**config.mk**
```make
export PLATFORM = sky130hd
export DESIGN_NAME = bcd_sseg_scan_driver
export DESIGN_NICKNAME = d
export VERILOG_FILES = /design/src/rtl/bcd_sseg_scan_driver.sv
export SDC_FILE = /design/constraint.sdc
export NUM_CORES = 1
export LEC_CHECK = 0
export ABC_AREA = 1
export CAP_MARGIN = 20
export CORE_MARGIN = 5
export CORE_UTILIZATION = 50
export CTS_BUF_LIST = sky130_fd_sc_hd__clkbuf_2
export DETAILED_ROUTE_END_ITERATION = 16
export PLACE_DENSITY = 0.73
export SLEW_MARGIN = 20
export SYNTH_ARGS = -nofsm -noshare
export SYNTH_HDL_FRONTEND = slang
export SYNTH_SLANG_ARGS = --single-unit
export TNS_END_PERCENT = 30
```
**constraint.sdc**
```tcl
create_clock -name clk -period 2.26 [get_ports clk]
set_clock_uncertainty 0.1 [all_clocks]
set_input_delay 0.452 -clock clk [delete_from_list [all_inputs] [get_ports clk]]
set_output_delay 0.452 -clock clk [all_outputs]
set_load 0.005 [all_outputs]
```
**src/rtl/bcd_sseg_scan_driver.sv**
```systemverilog
// Time-multiplexed N-digit BCD to seven-segment scanner with an anode-off guard interval.
// Optional leading-zero blanking is enabled by defining SSEG_LZ_BLANK_EN.
module bcd_sseg_scan_driver #(
  parameter int DIGITS      = 4,
  parameter int REFRESH_DIV = 100000,
  parameter int GUARD       = 2
) (
  input  logic                clk,
  input  logic                reset_n,
  input  logic                en,
  input  logic [4*DIGITS-1:0] bcd,
  input  logic [DIGITS-1:0]   dp_n,
  output logic [DIGITS-1:0]   an,
  output logic [7:0]          sseg,
  output logic                frame_done
);

  localparam int CW = $clog2(REFRESH_DIV);
  localparam int IW = $clog2(DIGITS);
  localparam logic [CW-1:0] CNT_MAX = CW'(REFRESH_DIV - 1);
  localparam logic [CW-1:0] GUARD_V = CW'(GUARD);
  localparam logic [IW-1:0] IDX_MAX = IW'(DIGITS - 1);

  logic [CW-1:0]       cnt;
  logic [IW-1:0]       idx;
  logic [4*DIGITS-1:0] bcd_sh;
  logic [DIGITS-1:0]   dp_sh;
  logic                tick;
  logic                last;
  logic [3:0]          nib;
  logic [6:0]          seg7;

  function automatic logic [6:0] seg_code(input logic [3:0] n);
    logic [6:0] s;
    unique case (n)
      4'd0:    s = 7'h40;
      4'd1:    s = 7'h79;
      4'd2:    s = 7'h24;
      4'd3:    s = 7'h30;
      4'd4:    s = 7'h19;
      4'd5:    s = 7'h12;
      4'd6:    s = 7'h02;
      4'd7:    s = 7'h78;
      4'd8:    s = 7'h00;
      4'd9:    s = 7'h10;
      default: s = 7'h3F;
    endcase
    return s;
  endfunction

  assign tick = en && (cnt == CNT_MAX);
  assign last = (idx == IDX_MAX);
  assign nib  = bcd_sh[{idx, 2'b00} +: 4];

`ifdef SSEG_LZ_BLANK_EN
  logic [DIGITS-1:0] lz;

  // lz[i]: nibbles i..DIGITS-1 are all zero
  always_comb begin
    logic run;
    run = 1'b1;
    lz  = '0;
    for (int i = DIGITS - 1; i > 0; i--) begin
      run   = run && (bcd_sh[4*i +: 4] == 4'd0);
      lz[i] = run;
    end
  end

  assign seg7 = lz[idx] ? 7'h7F : seg_code(nib);
`else
  assign seg7 = seg_code(nib);
`endif

  always_ff @(posedge clk or negedge reset_n) begin
    if (!reset_n) begin
      cnt        <= '0;
      idx        <= '0;
      bcd_sh     <= '0;
      dp_sh      <= '1;
      frame_done <= 1'b0;
    end else begin
      frame_done <= tick && last;
      if (tick) begin
        cnt <= '0;
        idx <= last ? '0 : idx + 1'b1;
        // Shadow reload only at frame boundary keeps a frame tear-free
        if (last) begin
          bcd_sh <= bcd;
          dp_sh  <= dp_n;
        end
      end else if (en) begin
        cnt <= cnt + 1'b1;
      end
    end
  end

  always_ff @(posedge clk or negedge reset_n) begin
    if (!reset_n) begin
      an   <= '1;
      sseg <= 8'hFF;
    end else if (!en) begin
      an   <= '1;
      sseg <= 8'hFF;
    end else begin
      sseg <= {dp_sh[idx], seg7};
      an   <= (cnt < GUARD_V) ? '1 : ~(DIGITS'(1) << idx);
    end
  end

endmodule

```
# --- Yosys cells after proc, flatten, opt, wreduce, memory -nomap -nowiden ---
# Memory sizes are Yosys's and may differ from the RTL's.
# Index checks and enable logic that the tools add are counted.
totals:
  reg_bits: 52
  mem_bits_ro: 112
  memories: 1
  input_bits: 23
  output_inout_bits: 13
  elab_cells: 29
mem_list:
  columns: ["memory", "words", "word_bits", "rd", "rd_clocked_by_memory_dff", "write_ports", "line_no", "rtl"]
  rows:
  - ["(name not given)", 16, 7, 1, 0, 0, "35", "unique case (n)"]
op_classes:
  reduce_logical: 4
  shift: 2
  muxes: 8
  n_addsub: 2
  n_eq_ne: 2
  bitwise_logic: 1
  n_lt_le_gt_ge: 2
ops:
  columns: ["cell", "n"]
  rows:
  - ["$mux 17", 2]
  - ["$add 17x1->17 const B", 1]
  - ["$eq 17x17->1 const B", 1]
  - ["$lt 17x2->1 const B", 1]
  - ["$shiftx 16x5->4", 1]
  - ["$mux 4", 2]
  - ["$mux 8", 1]
  - ["$not 4->4", 1]
  - ["$shl 1x2->4 const A", 1]
  - ["$lt 2x3->1 const B", 1]
  - ["$add 2x1->2 const B", 1]
  - ["$bmux 1 s2", 1]
  - ["$eq 2x2->1 const B", 1]
  - ["$logic_and 1x1->1", 2]
  - ["$mux 2", 1]
  - ["$reduce_and 2->1", 1]
  - ["$reduce_bool 2->1", 1]
  - ["$mux 1", 1]

# --- Depth between registers and ports, before layout ---
# Gate-level depths: netlist of the first run.
logic_depth:
  depth_word: 4
  mapped_depth: 11
  depth_no_buf: 10

# --- Worst setup path after synthesis of the first run ---
# OpenSTA, ideal clock, no wires.
synth_timing:
  path_kind: "reg-to-reg"
  from: "register idx[0]"
  to: "register sseg[5]"
  arrival_time_ns: 1.430
  period_less_slack_ns: 1.624
  setup_ns: 0.094
  t_required_ns: 2.066
  path_buffers: 1
  path_slack_ns: 0.636
  path_stages_with_launch: 11
  path_cell_list: "dfrtp_1 -> inv_1 -> buf_2 -> nand2_1 -> nand3_1 -> nand2_1 -> inv_1 -> ha_1 -> nand3b_1 -> nand3_1 -> nand3_1"
synth_between:
  elab_chain_len: 3
synth_lines:
  columns: ["item", "line_no", "rtl"]
  rows:
  - ["start: declaration", "25", "logic [IW-1:0] idx;"]
  - ["start signal: assignment", "85", "idx <= last ? '0 : idx + 1'b1;"]
  - ["$shiftx 16x5->4", "53", "assign nib = bcd_sh[{idx, 2'b00} +: 4];"]
  - ["$mem_v2 16x7", null, null]
  - ["$mux 8", "101", "end else if (!en) begin"]
  - ["end signal: assignment", "105", "sseg <= {dp_sh[idx], seg7};"]
  - ["end: declaration", "14", "output logic [7:0] sseg,"]
# No other way between the ends.
# A chain may end at the register's enable or synchronous reset.

# --- Worst setup path after layout of the first run ---
layout_timing:
  from: "register an[0]"
  to: "output an[0]"
layout_lines:
  columns: ["item", "line_no", "rtl"]
  rows:
  - ["start: declaration", "13", "output logic [DIGITS-1:0] an,"]
  - ["start signal: assignment", "106", "an <= (cnt < GUARD_V) ? '1 : ~(DIGITS'(1) << idx);"]
# No word-level cell between the ends.

==> metrics.md, run 1 <==
| Metric | Value |
|---|---|
| Status | finished clean |
| Clk slew on worst S/H paths | 0.27 ns |
| Critical path data required time | 1.71 ns |
| Post-synth top flop | dfrtp_1 |
| Die Height | 85.19 um |
| Number of flops mapped to enable cells by yosys | 0 |
| Yosys top cell by area | dfrtp_1 |
| Fin. max-slew vios | 0 |
| Core area | 0.005507 mm^2 |
| TNS Setup | 0 ns |
| CP startpoint | an[0] |
| Most common cell after layout, fill and taps aside | nand2_1 |
| Sequential share of the synthesized area | 46.75% |
| Synth top area share | 31.87% |
| Worst path max stage delay | 0.58 ns |
| WL/cell | 12.48 um |
| Ports | 36 |
| Vias | 2,381 |
| Distinct cells, synth | 26 |
| WP data arrival | 1.50 ns |
| DR vias/cell | 4.950 |
| Die width | 85.19 um |
| Worst slew margin | 65.35% |
| Cts hold-fix bufs | 1 |
| LEAKAGE | 1.674 nW |
| Synth Warn # | 0 |
| Final period util | 90.99% |
| Minimum clock period | 2.056 ns |
| Wirelength, routed | 6001 um |
| Total power draw | 1.720 mW |
| Final nets | 441 |
| Ant diodes | 0 |
| CTS Buf Count | 5 |
| Min-delay worst type | input pin to asynchronous set/reset pin |
| Clk sink count | 52 |
| Synth area leaders | dfrtp_1 (32%), nand2_1 (16%), dfstp_2 (15%) |
| Critical path class | flop to primary output |
| Fin. Hold Viols | 0 |
| Setup Fix Bufs, Post-CTS | 0 |
| Post-CTS Resized | 0 |
| Cells along the critical path | clkdlybuf4s50_1 |
| DRC viols | 0 |
| Post-Layout Cell Count | 481 |
| Initial antenna violation count | 0 |
| RD Place Congestion | 0.9183 |
| Worst path buffer plus inverter count | 1 |
| Mean Syn Cell Area | 7.660 um^2 |
| Max_cap viols | 0 |
| Placed cell areas | 0.003237 mm^2 |
| Fraction of layout cells with a size suffix above 1 | 10.27% |
| Total Die Area | 0.007256 mm^2 |
| Setup repair after global routing missed its margin | no |
| Worst-margin pin slew | 0.5198 ns |
| Synth Cell Area | 0.002826 mm^2 |
| DRT Pass-1 Iters | 4 |
| First-pass GRT wire length | 10,830 um |
| Clk_lat worst skew | 0.44 ns |
| # fillers | 516 |
| Max FO, Critical Path | 1 |
| Row Count | 27 |
| Port Buf Inserts | 35 |
| Top delay family on crit path | flip-flops |
| Asr flop ratio synth | 100.0% |
| CTS tree | done |
| Depth of the CTS H-tree | 2 |
| Area grow syn2layout | 16.38% |
| Synth Instances | 369 |
| Startpoint Class | flop |
| Cell area power density | 522.9 mW/mm^2 |
| DP HPWL | 4549 um |
| FF-to-FF Start | idx[1] |
| Post-route ant nets | 0 |
| Crit. End Element | primary output |
| Initial Util | 51.33% |
| Clk root buf | clkbuf_2 |
| GR Util All Layers | 18.47% |
| Peak supply drop | 256.0 uV |
| Placed insts | 472 |
| Synthesized flop and latch total | 52 |
| Clock Path Buffers | 2 |
| Grt ovf | 0 |
| Vias in the first global route | 2,370 |
| # setup viols final | 0 |
| Largest net degree at the start of global routing | 32 |
| Leading cell types in the layout, fill and taps excluded | nand2_1 (119), nand3_1 (58), nor2_1 (45), dfrtp_1 (36), inv_1 (35) |
| Syn Nets | 402 |
| First DRT Iteration DRCs | 116 |
| Fmax | 0.4863 GHz |
| Final instance area | 0.003289 mm^2 |
| Slowest CP cell | dfstp_2 |
-- worst paths after layout --
path | to | slack (ns) | cells past startpoint
hold reg to reg | dp_sh[0] | 0.38 | 2
setup / recovery | an[0] | 0.20 | 1
max in group asynchronous | sseg[7] | 1.07 | 3
setup reg to reg | sseg[5] | 0.40 | 8
min in group clk | dp_sh[0] | 0.38 | 2
hold / removal | cnt[13] | 0.36 | 2
-- Yosys cell counts, drive strengths merged (3+ instances only) --
| cell type | n |
|---|---|
| o21ai | 5 |
| nand2 | 121 |
| dfstp | 16 |
| nand3b | 3 |
| nand3 | 59 |
| buf | 10 |
| nor2 | 50 |
| nor3 | 6 |
| inv | 37 |
| nand4 | 5 |
| ha | 10 |
| xor2 | 4 |
| dfrtp | 36 |
-- cell families (layout without fill, tap and decap cells) --
family,after synthesis,in the layout,share of synthesized area (%)
adder cells (fa/ha/maj),10,10,4.427
flip-flops,52,52,46.75
AND/OR/NAND/NOR,245,245,37.49
XOR/XNOR,5,5,1.549
AO/OA/AOI/OAI,8,8,1.549
buffers and inverters,49,89,8.233
-- final cells by class --
class / instances / area (um^2) / share of cell area [%]
multi-input cells: 268 / 1272 / 38.68
flip-flops and latches: 52 / 1321 / 40.17
clock buffers: 5 / 25.02 / 0.7607
repair buffers: 43 / 420.4 / 12.78
inverters: 38 / 142.6 / 4.336
clock inverters: 3 / 17.52 / 0.5325
well taps: 72 / 90.09 / 2.739
-- flip-flops by register name, summed over array words and instances, names as in the netlist --
signal,count
dp_sh,4
frame_done,1
idx,2
bcd_sh,16
cnt,17
an,4
sseg,8
-- routing by layer --
metal	vias to the layer above	track usage, %	share of wire, %
met5	-	0	0
met4	0	5.755	1.6
met3	8	3.495	4.7
met2	52	29.59	46
met1	1085	25.34	47
li1	1236	-	-
-- per-stage QoR --
step | util, % | setup WS [ns] | hold slack (ns)
floorplan | - | 0.6357 | 0.05641
global placement | 58.78 | 0.1246 | 0.3452
detailed placement | 58.78 | 0.1109 | 0.3542
CTS | 59.74 | 0.1582 | 0.3619
global route | 59.74 | 0.1151 | 0.3672
finish | 59.74 | 0.2037 | 0.3590
-- report_power, final --
group	switching, mW	leakage (nW)	internal, mW
combinational	0.159	1.02	0.127
sequential	0.0683	0.623	0.991
clock	0.299	0.0308	0.0759
total	0.526	1.67	1.19
Note: power is estimated with default switching activity, not from simulation.
==> inputs of run 2 (changes only) <==
- clock period: 2.26 -> 2.3 ns (I/O delays scaled with it)
==> run 2 against run 1 <==
Against the previous run:
- critical path depth did not move
- combinational power fell by 1%
- non-clock buffer count fell by 1
- sequential power barely moved
- sequential cell count did not move
- critical path type unchanged
- largest cell class unchanged
==> metrics.md, run 2 (synthesis gave the netlist of run 1 again) <==
| Metric | Value |
|---|---|
| Status | finished clean |
| Startpoint Class | flop |
| Fmax | 0.4798 GHz |
| Wirelength, routed | 6186 um (+3.1%) |
| WL/cell | 12.89 um (+3.3%) |
| Clk root buf | clkbuf_2 |
| Cells along the critical path | clkdlybuf4s50_1 |
| Row Count | 27 (unchanged) |
| Critical path data required time | 1.74 ns (+0.03 ns) |
| Clk_lat worst skew | 0.44 ns (about the same) |
| Post-Layout Cell Count | 480 (-0.21%) |
| # setup viols final | 0 (unchanged) |
| Port Buf Inserts | 35 (unchanged) |
| Vias in the first global route | 2,398 (+1.2%) |
| Clk slew on worst S/H paths | 0.28 ns (about the same) |
| Worst path max stage delay | 0.59 ns (about the same) |
| Fin. max-slew vios | 0 (unchanged) |
| Final period util | 90.61% |
| Leading cell types in the layout, fill and taps excluded | nand2_1 (119), nand3_1 (58), nor2_1 (45), dfrtp_1 (36), inv_1 (35) |
| DP Worst Slack | 0.1417 ns (+0.03087 ns) |
| DR vias/cell | 5.119 (+3.4%) |
| Area grow syn2layout | 17.44% |
| Die Height | 85.19 um (unchanged) |
| Ports | 36 (unchanged) |
| Peak supply drop | 341.6 uV (+33%) |
| Max_cap viols | 0 (unchanged) |
| Worst path buffer plus inverter count | 1 (unchanged) |
| Final nets | 440 (-0.23%) |
| Top reg by flops | cnt |
| DRT Pass-1 Iters | 5 (+1) |
| Cts hold-fix bufs | 1 (unchanged) |
| Largest net degree at the start of global routing | 31 (-3.1%) |
| Worst-margin pin slew | 0.5581 ns (+0.03835 ns) |
| Max FFs per register | 17 (unchanged) |
| First DRT Iteration DRCs | 151 (+30%) |
| Depth of the CTS H-tree | 2 (unchanged) |
| Post-Route Utilization | 60.28% (+0.55 points) |
| CTS tree | done |
| Fraction of layout cells with a size suffix above 1 | 10.05% (-0.22 points) |
| Post-route ant nets | 0 (unchanged) |
| Top delay family on crit path | flip-flops |
| GR Util All Layers | 18.70% (+0.24 points) |
| Minimum clock period | 2.084 ns |
| Min-delay worst type | input pin to asynchronous set/reset pin |
| Most common cell after layout, fill and taps aside | nand2_1 |
| Die width | 85.19 um (unchanged) |
| WP data arrival | 1.52 ns (+0.02 ns) |
| Cell area power density | 544.7 mW/mm^2 (+4.2%) |
| Placed insts | 471 (-0.21%) |
| Crit. End Element | primary output |
| DP HPWL | 4592 um (+0.95%) |
| Initial Util | 51.33% (unchanged) |
| First-pass GRT wire length | 11,100 um (+2.4%) |
| DRC viols | 0 (unchanged) |
| LEAKAGE | 1.681 nW (+0.42%) |
| Core area | 0.005507 mm^2 (unchanged) |
| Ant diodes | 0 (unchanged) |
| Clk sink count | 52 (unchanged) |
| Setup repair after global routing missed its margin | no |
| TNS Setup | 0 ns (unchanged) |
| Max FO, Critical Path | 1 (unchanged) |
| Biggest regs | cnt x17, bcd_sh x16, sseg x8 |
| Total power draw | 1.808 mW (+5.1%) |
| CTS Buf Count | 5 (unchanged) |
| Grt ovf | 0 (unchanged) |
| Initial antenna violation count | 0 (unchanged) |
| Fin. Hold Viols | 0 (unchanged) |
| Worst slew margin | 62.79% (-2.6 points) |
| Worst setup margin | 0.2159 ns (+0.01221 ns) |
| Total Die Area | 0.007256 mm^2 (unchanged) |
| Vias | 2,457 (+3.2%) |
| Critical path class | flop to primary output |
| Clock Path Buffers | 2 (unchanged) |
| Setup Fix Bufs, Post-CTS | 0 (unchanged) |
| Slowest CP cell | dfstp_2 |
| Post-CTS Resized | 0 (unchanged) |
| RD Place Congestion | 0.8502 (-7.4%) |
## run 2: area by class of cell
class	instances	area (um^2)
timing repair buffer	42	425.4
clock inverter	3	42.54
multi-input combinational	268	1272
sequential	52	1321
fill	507	2187
inverter	38	142.6
tap	72	90.09
clock buffer	5	25.02
## run 2: report_power, final
part | switching (mW) | internal [mW] | leakage, nW | total [mW]
Combinational | 0.158 | 0.124 | 1.02 | 0.282
Clock | 0.299 | 0.183 | 0.0406 | 0.481
Sequential | 0.0702 | 0.974 | 0.623 | 1.04
Total | 0.527 | 1.28 | 1.68 | 1.81
## run 2: final timing paths
kind / start / endpoint / slack (ns) / depth (start not counted)
worst max-delay path: sseg[7] / sseg[7] / 0.22 / 1
worst min-delay path: reset_n / bcd_sh[2] / 0.38 / 2
worst max register to register: idx[1] / sseg[5] / 0.39 / 8
worst min register to register: dp_sh[3] / dp_sh[3] / 0.38 / 2
max in group asynchronous: reset_n / dp_sh[2] / 1.06 / 3
min in group clk: dp_sh[3] / dp_sh[3] / 0.38 / 2
## run 2: layer usage
metal / wire, um / GRT usage (%) / part of all wire, %
met1: 2941 / 25.25 / 48
met2: 2846 / 30.72 / 46
met5: 0 / 0 / 0
met4: 102 / 5.036 / 1.6
met3: 296 / 3.689 / 4.8
## run 2: worst reg2reg max path: stages, from the launching register on
cell	delay (ns)
dfrtp_1	0.55
inv_1	0.26
nand3_1	0.11
nand2_1	0.19
inv_1	0.11
ha_1	0.19
nand3b_1	0.18
nand3_1	0.11
nand3_1	0.07
## run 2: through the flow
stage                     hold WS, ns  cell area, um^2
after CTS                      0.3747             3319
after detailed placement       0.3505             3242
after floorplan               0.06441             2826
after global routing           0.3703             3319
final                          0.3815             3319
after global placement         0.3521             3242
